File: config.mk
export PLATFORM = sky130hd
export DESIGN_NAME = control_unit_mc
export DESIGN_NICKNAME = d
export VERILOG_FILES = /design/src/rtl/control_unit_mc.sv
export SDC_FILE = /design/constraint.sdc
export NUM_CORES = 1
export LEC_CHECK = 0
export CORE_MARGIN = 2
export CORE_UTILIZATION = 45
export DETAILED_ROUTE_END_ITERATION = 10
export PLACE_DENSITY = 0.73
export SLEW_MARGIN = 20
export SYNTH_ARGS = -nofsm -noshare
export SYNTH_HDL_FRONTEND = slang
export SYNTH_SLANG_ARGS = --single-unit
File: constraint.sdc
create_clock -name clk -period 2.3 [get_ports clk]
set_clock_uncertainty 0.2 [all_clocks]
set_input_delay 0.23 -clock clk [delete_from_list [all_inputs] [get_ports clk]]
set_output_delay 0.23 -clock clk [all_outputs]
set_load 0.01 [all_outputs]
File: src/rtl/control_unit_mc.sv
// Multi-cycle control FSM for Instruction_FD: fetch/decode/execute sequencing
// with registered instruction class and a retired-instruction counter.
module control_unit_mc #(
  parameter int LOAD_WAIT_CYCLES = 1,
  parameter int CNT_W = 32
) (
  input  logic             clk,
  input  logic             reset,
  input  logic [6:0]       opcode,
  input  logic [2:0]       funct3,
  input  logic             funct7_5,
  output logic             WE_mem,
  output logic             WE_reg,
  output logic [1:0]       OP_MEM_I,
  output logic             ADD_SUB,
  output logic             PC_load,
  output logic             IR_load,
  output logic [2:0]       select_flags,
  output logic             JAL,
  output logic             JALR,
  output logic             AUIPC,
  output logic             halted,
  output logic [CNT_W-1:0] retired
);

  typedef enum logic [2:0] {
    S_IDLE, S_FETCH, S_DECODE, S_EXEC,
    S_MWAIT, S_WB, S_HALT
  } state_e;

  typedef enum logic [3:0] {
    C_NONE, C_R, C_LOAD, C_STORE, C_ADDI,
    C_BR, C_JAL, C_JALR, C_AUIPC
  } cls_e;

  localparam logic [3:0] WAIT_INIT =
    4'(LOAD_WAIT_CYCLES - 1);

  state_e           state_q, state_d;
  cls_e             cls_q, cls_d, dec_cls;
  logic [2:0]       f3_q, f3_d;
  logic             f7_q, f7_d;
  logic [3:0]       cnt_q, cnt_d;
  logic [CNT_W-1:0] ret_q, ret_d;

  // Legality of funct3 is resolved here so DECODE can branch to HALT.
  always_comb begin
    dec_cls = C_NONE;
    case (opcode)
      7'b0110011:
        if (funct3 == 3'b000) dec_cls = C_R;
      7'b0000011: dec_cls = C_LOAD;
      7'b0100011: dec_cls = C_STORE;
      7'b0010011:
        if (funct3 == 3'b000) dec_cls = C_ADDI;
      7'b1100011:
        if (funct3 != 3'b010 && funct3 != 3'b011)
          dec_cls = C_BR;
      7'b1101111: dec_cls = C_JAL;
      7'b1100111: dec_cls = C_JALR;
      7'b0010111: dec_cls = C_AUIPC;
      default:    dec_cls = C_NONE;
    endcase
  end

  always_ff @(posedge clk or posedge reset) begin
    if (reset) begin
      state_q <= S_IDLE;
      cls_q   <= C_NONE;
      f3_q    <= 3'b000;
      f7_q    <= 1'b0;
      cnt_q   <= 4'd0;
      ret_q   <= '0;
    end else begin
      state_q <= state_d;
      cls_q   <= cls_d;
      f3_q    <= f3_d;
      f7_q    <= f7_d;
      cnt_q   <= cnt_d;
      ret_q   <= ret_d;
    end
  end

  always_comb begin
    state_d = state_q;
    cls_d   = cls_q;
    f3_d    = f3_q;
    f7_d    = f7_q;
    cnt_d   = cnt_q;
    case (state_q)
      S_IDLE:   state_d = S_FETCH;
      S_FETCH:  state_d = S_DECODE;
      S_DECODE: begin
        cls_d   = dec_cls;
        f3_d    = funct3;
        f7_d    = funct7_5;
        state_d = (dec_cls == C_NONE) ? S_HALT : S_EXEC;
      end
      S_EXEC: begin
        if (cls_q == C_LOAD) begin
          state_d = S_MWAIT;
          cnt_d   = WAIT_INIT;
        end else begin
          state_d = S_FETCH;
        end
      end
      S_MWAIT: begin
        if (cnt_q == 4'd0) state_d = S_WB;
        else cnt_d = cnt_q - 4'd1;
      end
      S_WB:    state_d = S_FETCH;
      S_HALT:  state_d = S_HALT;
      default: state_d = S_IDLE;
    endcase
    ret_d = PC_load ? ret_q + 1'b1 : ret_q;
  end

  always_comb begin
    WE_mem       = 1'b0;
    WE_reg       = 1'b0;
    OP_MEM_I     = 2'd0;
    ADD_SUB      = 1'b0;
    PC_load      = 1'b0;
    IR_load      = 1'b0;
    select_flags = 3'b010;
    JAL          = 1'b0;
    JALR         = 1'b0;
    AUIPC        = 1'b0;
    halted       = 1'b0;
    case (state_q)
      S_FETCH: IR_load = 1'b1;
      S_EXEC: begin
        case (cls_q)
          C_R: begin
            ADD_SUB = f7_q;
            WE_reg  = 1'b1;
            PC_load = 1'b1;
          end
          C_ADDI: begin
            OP_MEM_I = 2'd2;
            WE_reg   = 1'b1;
            PC_load  = 1'b1;
          end
          C_STORE: begin
            OP_MEM_I = 2'd1;
            WE_mem   = 1'b1;
            PC_load  = 1'b1;
          end
          C_BR: begin
            ADD_SUB      = 1'b1;
            select_flags = f3_q;
            PC_load      = 1'b1;
          end
          C_JAL: begin
            OP_MEM_I = 2'd3;
            JAL      = 1'b1;
            WE_reg   = 1'b1;
            PC_load  = 1'b1;
          end
          C_JALR: begin
            OP_MEM_I = 2'd3;
            JALR     = 1'b1;
            WE_reg   = 1'b1;
            PC_load  = 1'b1;
          end
          C_AUIPC: begin
            OP_MEM_I = 2'd3;
            AUIPC    = 1'b1;
            WE_reg   = 1'b1;
            PC_load  = 1'b1;
          end
          C_LOAD:  OP_MEM_I = 2'd1;
          default: OP_MEM_I = 2'd0;
        endcase
      end
      S_MWAIT: OP_MEM_I = 2'd1;
      S_WB: begin
        OP_MEM_I = 2'd1;
        WE_reg   = 1'b1;
        PC_load  = 1'b1;
      end
      S_HALT:  halted = 1'b1;
      default: halted = 1'b0;
    endcase
  end

  assign retired = ret_q;

endmodule

==> results.yml <==
outcome:
  outcome: "finished, final reports clean"
global_route:
  grt_pass1_vias: 2080
  grt_pass1_wl_um: 9490
  grt-ovfl-total: 0
  grt_antenna_before_repair: 0
  grt_max_degree: 32
  grt_use_total: 0.195
worst_setup_path:
  cp_cell_sequence: "or4b_4 -> a21oi_2 -> nor2_1 -> inv_1 -> dlygate4sd2_1"
  reg2reg_depth: 6
  path_class: "reg2out"
  crit_arrival_ps: 1760
  cp_slowest_cell: "or4b_4"
  endpoint_kind: "output pin"
  required_ps: 1870
  cp_max_fo: 3
  startpoint_type: "register"
  cpPeakStageDelay_ps: 560
power:
  power.leakage_nw: 1.53
  ir_drop_uv: 475
  total_power_mw: 2.73
  p_per_area_mw_per_mm2: 809
timing:
  rsz0062_at_grt: "false"
  clock.fmax_mhz: 457
  max_slew_margin: 0.583
  tightest_slew_ps: 624
  finalSetupTns_ps: 0
  slew_viol_final: 0
  timing.final.crit_share: 0.952
  finalHoldViolCount: 0
  worst_hold_slack_ps: 118
  setup_viol: 0
  period_needed_ps: 2190
cts:
  clock_path_buffers: 2
  cts_tree: "yes"
  hold_buffers: 0
  cts.htree.levels: 2
  path_clk_slew_ps: 90
  clock_sinks: 47
  cts_root_buf: "clkbuf_8"
  cts_buffers: 5
  clk_latency_ps: 300
placement:
  gp_congestion: 0.804
  detailed_place_hpwl_um: 4210
  numPortBuffers: 58
drt:
  initialDrtViolationCount: 70
  drc: 0
  vias: 2165
  ant_nets: 0
  vias_per_cell: 5.33
  routed_wl_um: 5490
  drt-wirelength-per-cell_um: 13.5
  first_pass_iters: 4
final_layout:
  area_delta_synth_final_pct: 36.1
  diodes: 0
  post-route-util: 0.625
  fill_cells: 482
  final_nets: 349
  drive_gt1_frac: 0.120
yosys:
  avgSynthCellArea_um2: 9.66
  synth_cell_types: 44
  synth_nets: 273
  synth_area_mm2: 0.00248
  netlist_instances: 257
  synthAdderAreaFrac: 0.0151
  ys_warn_count: 0
  ys_ff_latch: 47
  synthSimpleGateAreaFrac: 0.278
  synth_compound_area_frac: 0.0736
  synthMuxAreaShare: 0.0131
  synth_top_flop_cell: "dfrtp_1"
  synth_top_family_by_area: "simple AND/OR/NAND/NOR gates"
  synthXorXnorAreaFrac: 0.116
  async_flop_share: 1.00
  seq_area_frac_synth: 0.474
  synth_edf_count: 0
floorplan:
  ios: 59
  die_height_um: 78.3
  core_area_mm2: 0.00541
  initial_utilization: 0.459
  die_area_mm2: 0.00613
  rows: 27
  die-width_um: 78.3
worst_hold_path:
  hold_path_class: "in2async"
flow_run:
  max-cap-violations: 0
power by group:
group	internal [mW]	switching [mW]
clock network	0.352	0.274
registers	0.974	0.133
logic	0.490	0.511
synthesized netlist by cell type (2+ instances only):
cell type	count	area, um2
dfrtp_1	47	1180
nand2_1	28	105
xnor2_1	24	210
nor2_1	23	86.3
nand3_1	19	95.1
nand4_1	12	75.1
and3_1	9	56.3
inv_1	9	33.8
xor2_1	9	78.8
o21ai_0	8	40.0
nor3_1	7	35.0
and4_1	6	52.6
a21oi_1	4	20.0
nand2b_1	4	25.0
nor4_1	4	25.0
clkbuf_1	3	11.3
ha_1	3	37.5
o2111ai_1	3	26.3
a21boi_0	2	15.0
and2_1	2	12.5
and3b_1	2	17.5
mux2_2	2	22.5
nand3b_1	2	15.0
nor2b_1	2	12.5
o22ai_1	2	12.5
o31ai_1	2	15.0
or3b_2	2	17.5
sequential cells by signal, summed over array words and instances, names as in the netlist:
register,count
cls_q,4
state_q,3
f3_q,3
retired,32
cnt_q,4
f7_q,1
critical path, delay by kind of cell, from the launching register on:
kind,cells,cell delay [ps]
buf+inv,2,310
simple gates,2,630
compound gates,1,150
flops,1,380
metal layers:
metal | wire [um] | global-route usage
met2 | 2750 | 0.334
met3 | 290 | 0.0414
met1 | 2370 | 0.243
met4 | 80 | 0.0684
met5 | 0 | 0
final cells by class:
cell class                      instances  area (um2)  share of cell area
Sequential cell                        47        1180               0.348
Timing Repair Buffer                   76         698               0.207
Clock buffer                            6        82.6              0.0244
Inverter                                9        33.8              0.0100
Tap cell                               72        90.1              0.0267
Multi-Input combinational cell        194        1260               0.374
Clock inverter                          2        35.0              0.0104
path summary, 6_finish.rpt:
| kind | startpoint | endpoint | slack, ps |
|---|---|---|---|
| worst max-delay path | cls_q[0] | PC_load | 110 |
| worst max register to register | cls_q[0] | retired[14] | 120 |
| max in group asynchronous | reset | cnt_q[1] | 1190 |
| worst min register to register | retired[31] | retired[31] | 270 |
| min in group clk | funct7_5 | f7_q | 260 |
| worst min-delay path | reset | retired[17] | 120 |
layout by cell type (no fill, tap or decap), drive strengths merged, types with 9 or more instances in the layout:
cell / instances
dfrtp: 47
xor2: 9
nand2: 28
nand3: 19
clkdlybuf4s50: 47
inv: 9
nand4: 12
nor2: 23
xnor2: 24
and3: 10
buf: 18
dlygate4sd2: 10
o21ai: 9
kinds of logic after synthesis:
group,Yosys count
AND/OR/NAND/NOR,127
flip-flops,47
XOR/XNOR,33
AO/OA/AOI/OAI,28
buffers and inverters,16
multiplexers,3
adder cells (fa/ha/maj),3
what timing repair did:
item                                   in CTS  in global routing
setup buffers                               1                  0
gates resized for setup                    16                  3
pin swaps                                   1                  1
setup endpoints to repair                  11                  2
endpoints found under the hold margin       0                  0
stage by stage:
| stage | setup slack [ps] | std cells | instance area [um2] |
|---|---|---|---|
| global placement | 94.5 | 397 | 3240 |
| detailed placement | 112 | 397 | 3240 |
| CTS | 43.9 | 406 | 3380 |
| floorplan | 40.1 | 257 | 2480 |
| finish | 110 | 406 | 3380 |
| global route | 9.84 | 406 | 3380 |
Note: power is estimated with default switching activity, not from simulation.
